### src/rtl/codix_risc_mem_arbiter.sv
`default_nettype none
// ============================================================================
// Module   : codix_risc_mem_arbiter
// Purpose  : Arbitrates a single-port word memory between the RISC core and
//            a debug/loader port. Round-robin in normal operation; the debug
//            port can take exclusive ownership through a drain/lock handshake.
//            Illegal addresses never reach the memory and return an error
//            response (ERR_DATA on reads).
// Ports    : clk, rst_n                       clock / async active-low reset
//            core_* (req/we/addr/wdata in;    core access port
//                    gnt/rvalid/err/rdata out)
//            dbg_*  (same as core_*)          debug/loader access port
//            dbg_lock in / dbg_lock_ack out   exclusive ownership handshake
//            mem_en/we/addr/wdata out,        memory interface, read data one
//            mem_rdata in                     cycle after a read
// Revision : 1.0 - initial release
// ============================================================================
module codix_risc_mem_arbiter #(
  parameter int          ADDR_W    = 16,
  parameter int          MEM_WORDS = 65536,
  parameter logic [31:0] ERR_DATA  = 32'hDEAD_BEEF
) (
  input  logic              clk,
  input  logic              rst_n,
  // core port
  input  logic              core_req,
  input  logic              core_we,
  input  logic [ADDR_W-1:0] core_addr,
  input  logic [31:0]       core_wdata,
  output logic              core_gnt,
  output logic              core_rvalid,
  output logic              core_err,
  output logic [31:0]       core_rdata,
  // debug/loader port
  input  logic              dbg_req,
  input  logic              dbg_we,
  input  logic [ADDR_W-1:0] dbg_addr,
  input  logic [31:0]       dbg_wdata,
  output logic              dbg_gnt,
  output logic              dbg_rvalid,
  output logic              dbg_err,
  output logic [31:0]       dbg_rdata,
  input  logic              dbg_lock,
  output logic              dbg_lock_ack,
  // memory
  output logic              mem_en,
  output logic              mem_we,
  output logic [ADDR_W-1:0] mem_addr,
  output logic [31:0]       mem_wdata,
  input  logic [31:0]       mem_rdata
);

  typedef enum logic [1:0] {
    ST_IDLE   = 2'd0,
    ST_DRAIN  = 2'd1,
    ST_LOCKED = 2'd2
  } state_t;

  // One extra bit so MEM_WORDS == 2**ADDR_W is representable.
  localparam logic [ADDR_W:0] c_mem_words = (ADDR_W+1)'(MEM_WORDS);

  state_t            r_state;
  state_t            w_state_next;
  logic              r_last_dbg;   // 1: debug won the most recent grant
  logic              r_core_rv, r_core_err, r_core_ill;
  logic              r_dbg_rv, r_dbg_err, r_dbg_ill;

  logic              w_core_gnt, w_dbg_gnt, w_any_gnt;
  logic              w_core_legal, w_dbg_legal, w_sel_legal;
  logic              w_sel_we;
  logic [ADDR_W-1:0] w_sel_addr;
  logic [31:0]       w_sel_wdata;
  logic              w_core_rd_issue;

  assign w_core_legal = ({1'b0, core_addr} < c_mem_words);
  assign w_dbg_legal  = ({1'b0, dbg_addr}  < c_mem_words);

  // Grants are suppressed while reset is held so every output reads 0.
  always_comb begin
    w_core_gnt = 1'b0;
    w_dbg_gnt  = 1'b0;
    if (rst_n) begin
      if (r_state == ST_IDLE) begin
        if (core_req && dbg_req) begin
          // Tie: the port that did not win last time goes first.
          w_core_gnt = r_last_dbg;
          w_dbg_gnt  = ~r_last_dbg;
        end else begin
          w_core_gnt = core_req;
          w_dbg_gnt  = dbg_req;
        end
      end else begin
        w_dbg_gnt = dbg_req;
      end
    end
  end

  assign w_any_gnt   = w_core_gnt | w_dbg_gnt;
  assign w_sel_we    = w_dbg_gnt ? dbg_we      : core_we;
  assign w_sel_addr  = w_dbg_gnt ? dbg_addr    : core_addr;
  assign w_sel_wdata = w_dbg_gnt ? dbg_wdata   : core_wdata;
  assign w_sel_legal = w_dbg_gnt ? w_dbg_legal : w_core_legal;

  assign mem_en    = w_any_gnt & w_sel_legal;
  assign mem_we    = mem_en & w_sel_we;
  assign mem_addr  = mem_en ? w_sel_addr  : '0;
  assign mem_wdata = mem_en ? w_sel_wdata : '0;

  assign core_gnt = w_core_gnt;
  assign dbg_gnt  = w_dbg_gnt;

  // A core read granted this cycle would still be owed after the edge; the
  // response visible in the current cycle is already being delivered.
  assign w_core_rd_issue = w_core_gnt & ~core_we;

  always_comb begin
    w_state_next = r_state;
    case (r_state)
      ST_IDLE: begin
        if (dbg_lock) w_state_next = ST_DRAIN;
      end
      ST_DRAIN: begin
        if (!dbg_lock)             w_state_next = ST_IDLE;
        else if (!w_core_rd_issue) w_state_next = ST_LOCKED;
      end
      ST_LOCKED: begin
        if (!dbg_lock) w_state_next = ST_IDLE;
      end
      default: w_state_next = ST_IDLE;
    endcase
  end

  always_ff @(posedge clk or negedge rst_n) begin
    if (!rst_n) begin
      r_state    <= ST_IDLE;
      r_last_dbg <= 1'b1;
      r_core_rv  <= 1'b0;
      r_core_err <= 1'b0;
      r_core_ill <= 1'b0;
      r_dbg_rv   <= 1'b0;
      r_dbg_err  <= 1'b0;
      r_dbg_ill  <= 1'b0;
    end else begin
      r_state <= w_state_next;
      if (w_any_gnt) r_last_dbg <= w_dbg_gnt;
      r_core_rv  <= w_core_gnt & ~core_we;
      r_core_err <= w_core_gnt & ~w_core_legal;
      r_core_ill <= ~w_core_legal;
      r_dbg_rv   <= w_dbg_gnt & ~dbg_we;
      r_dbg_err  <= w_dbg_gnt & ~w_dbg_legal;
      r_dbg_ill  <= ~w_dbg_legal;
    end
  end

  assign core_rvalid  = r_core_rv;
  assign core_err     = r_core_err;
  assign core_rdata   = r_core_rv ? (r_core_ill ? ERR_DATA : mem_rdata) : '0;
  assign dbg_rvalid   = r_dbg_rv;
  assign dbg_err      = r_dbg_err;
  assign dbg_rdata    = r_dbg_rv ? (r_dbg_ill ? ERR_DATA : mem_rdata) : '0;
  assign dbg_lock_ack = (r_state == ST_LOCKED);

endmodule
`default_nettype wire

### config.mk
export PLATFORM = sky130hd
export DESIGN_NAME = codix_risc_mem_arbiter
export DESIGN_NICKNAME = d
export VERILOG_FILES = /design/src/rtl/codix_risc_mem_arbiter.sv
export SDC_FILE = /design/constraint.sdc
export NUM_CORES = 1
export LEC_CHECK = 0
export ABC_AREA = 1
export CORE_AREA = 5 5 96 98
export CTS_CLUSTER_DIAMETER = 80
export DETAILED_ROUTE_END_ITERATION = 16
export DIE_AREA = 0 0 101 103
export PLACE_DENSITY = 0.68
export SETUP_SLACK_MARGIN = 0.2
export SYNTH_ARGS = -nofsm -noshare
export SYNTH_HDL_FRONTEND = slang
export SYNTH_SLANG_ARGS = --single-unit
export TNS_END_PERCENT = 20
### constraint.sdc
create_clock -name clk -period 2.2 [get_ports clk]
set_clock_uncertainty 0.1 [all_clocks]
set_input_delay 0.33 -clock clk [delete_from_list [all_inputs] [get_ports clk]]
set_output_delay 0.33 -clock clk [all_outputs]
set_load 0.01 [all_outputs]
==> flow_summary.ini <==
[cells_and_area]
utilization = 0.503
drive_above_1_share = 0.153
num-nets-final = 729
synthToLayoutAreaGrowth_pct = 202
fillCellCount = 831
antennaDiodeCount = 0

[critical_path]
rr_startpoint = r_state[0]
cpMaxStageDelayCell = dfstp_2
critPathMaxFanout = 13
r2r_slack_ns = 0.74
r2r-end = r_last_dbg
worstSetupEndpointType = output pin
crit_chain = inv_2 > nand2_2 > nand3_2 > inv_2 > buf_6 > buf_12 > buf_16 > dlygate4sd2_1
critPathLaunchType = flip-flop
crit_type = reg2out
cp_data_arrival_time_ns = 1.59
cpPeakStageDelay_ns = 0.53
crit_path_frequent_cell = inv_2
cp_data_required_time_ns = 1.77
r2r_cells = 8

[detailed_routing]
wl_per_cell_um = 13.0
first_iter_violations = 68
avgViaCountPerCell = 3.88
first_pass_iters = 4
vias = 2717
drc = 0
wl_mm = 9.09
ant_nets = 0

[power_and_ir_drop]
peakVddDrop_mv = 0.115
p_seq_frac = 0.102
p_leak_nw = 2.51
p_clk_frac = 0.150
power.density_nw_per_um2 = 275
power.internal_uw = 743
power_mw = 1.16
power.switching_uw = 416
sw_frac_of_total = 0.359
combPwrFrac = 0.748

[grt]
first_global_vias = 2704
grt_max_degree = 34
grt_pass1_wl_mm = 12.5
grt-ovfl-total = 0
grt_use_total = 0.149
antenna_found_initial = 0

[synth]
yosys_most_used_dff = dfrtp_1
synth_area_leaders = nand2_1 59%, inv_1 20%, dfrtp_1 7.2%, buf_4 3.2%, dfstp_2 1.9%
yosys.area.top_type = nand2_1
synthTopCellsByCount = 218 x nand2_1, 73 x inv_1, 6 x buf_4, 6 x clkbuf_1
yosysSeqAreaShare = 0.0907
synth_top_area_share = 0.587
ys_ff_latch = 5
async_flop_share = 1.00
synth_edf_count = 0
syn_area_um2 = 1390
syn_inst = 328
yosysWarningCount = 0
synth_cell_types = 15
postSynthAreaPerCell_um2 = 4.25
yosysMostFrequentCell = nand2_1

[sta]
fin_crit_ns = 2.02
whs_ns = 0.107
fin_crit_sh = 0.919
report.final.slew_viol_count = 0
rsz0062_at_grt = yes
fmax_mhz = 495
fin_ws_ns = 0.179
tns_ns = 0
setup_violations = 0
hold_viol = 0

[die]
initial_core_util = 0.166
rows = 34
ios = 256
die_height_um = 103
placeableCoreArea_um2 = 8380
dieArea_um2 = 10400
die-width_um = 101

[clock_tree]
worstSkewPairLatency_ns = 0.22
clock-sinks = 5
cts_tree = built
h-tree-depth = 1
tritoncts.num_buffers = 3
cts_hold_buf = 0
cts-root-buf = clkbuf_8
clkTransAtPathRegs_ns = 0.04
cts.path.max_buffers = 2

[place]
port_buffers = 253
pre_cts_slack_ns = -0.380
gp_congestion = 0.767
hpwl_mm = 7.51

[hold_path]
hold_class = in2async

[run_status]
status = completed

[flow_run]
maxCapViolCount = 0
==> power by group through the flow <==
stage,clock [mW],combinational (mW),sequential [mW]
2_1_floorplan,0,0.266,0.118
3_3_place_gp,0,0.827,0.116
3_5_place_dp,0,0.834,0.117
4_1_cts,0.177,0.838,0.117
5_1_grt,0.181,0.939,0.121
6_report,0.174,0.866,0.119
==> kinds of logic (layout without fill, tap and decap cells) <==
kind of cell | Yosys count | count (layout) | synth area share
flops | 5 | 5 | 0.0907
buf+inv | 93 | 357 | 0.281
other cells | 1 | 2 | 0.00269
compound gates | 1 | 1 | 0.00359
simple gates | 228 | 228 | 0.622
==> how the worst max path moves through the flow <==
stage                     cells after the start        from            end
after floorplan                               9  r_last_dbg  mem_wdata[12]
after global placement                        9       rst_n    mem_addr[7]
after detailed placement                      9       rst_n    mem_addr[7]
after CTS                                     9  r_last_dbg   mem_wdata[3]
after global routing                          8  r_last_dbg       core_gnt
final                                         8  r_last_dbg       core_gnt
==> per-layer routing <==
layer,up-vias,routed length (um),GRT usage
met5,-,0,0
met4,0,106,0.0378
met1,1121,3040,0.142
met2,160,4850,0.306
met3,8,1090,0.0467
li1,1428,-,-
==> through the flow <==
stage / cells / cell area (um2)
3_5_place_dp: 683 / 4070
4_1_cts: 697 / 4150
3_3_place_gp: 683 / 4070
5_1_grt: 701 / 4210
2_1_floorplan: 329 / 1400
6_report: 701 / 4210
==> critical path: cells and delay by family (launching register included) <==
kind          cells  cell delay, ns
buf+inv           6            0.72
flops             1            0.53
simple gates      2            0.12
==> sequential cells by signal, summed over array words and instances, names as in the netlist <==
name         flops
r_state          2
r_last_dbg       1
core_rvalid      1
dbg_rvalid       1
==> final cells by class <==
cell class	instances	area (um2)	share of cell area
clock buffers	4	45.0	0.0107
inverters	75	289	0.0686
flip-flops and latches	5	126	0.0300
well taps	108	135	0.0321
multi-input cells	231	915	0.217
repair buffers	278	2700	0.642
==> timing repair <==
action,in CTS,in global routing
endpoints found under the setup margin,52,116
setup buffers,7,1
gates cloned,3,3
pin swaps,2,1
resized for setup,163,52
==> cell usage in the layout, fill, tap and decap left out, types with 2 or more instances in the layout <==
cell type / n
buf_12: 6
buf_16: 3
buf_2: 29
buf_4: 12
buf_6: 8
clkbuf_16: 3
clkbuf_2: 13
clkbuf_8: 3
clkdlybuf4s50_1: 198
conb_1: 2
dfrtp_1: 4
dlygate4sd2_1: 5
inv_1: 72
inv_2: 2
nand2_1: 212
nand2_2: 6
nand2_4: 2
nand3_1: 2
nor2_1: 4
No activity file was read; power rests on OpenSTA's default activity.
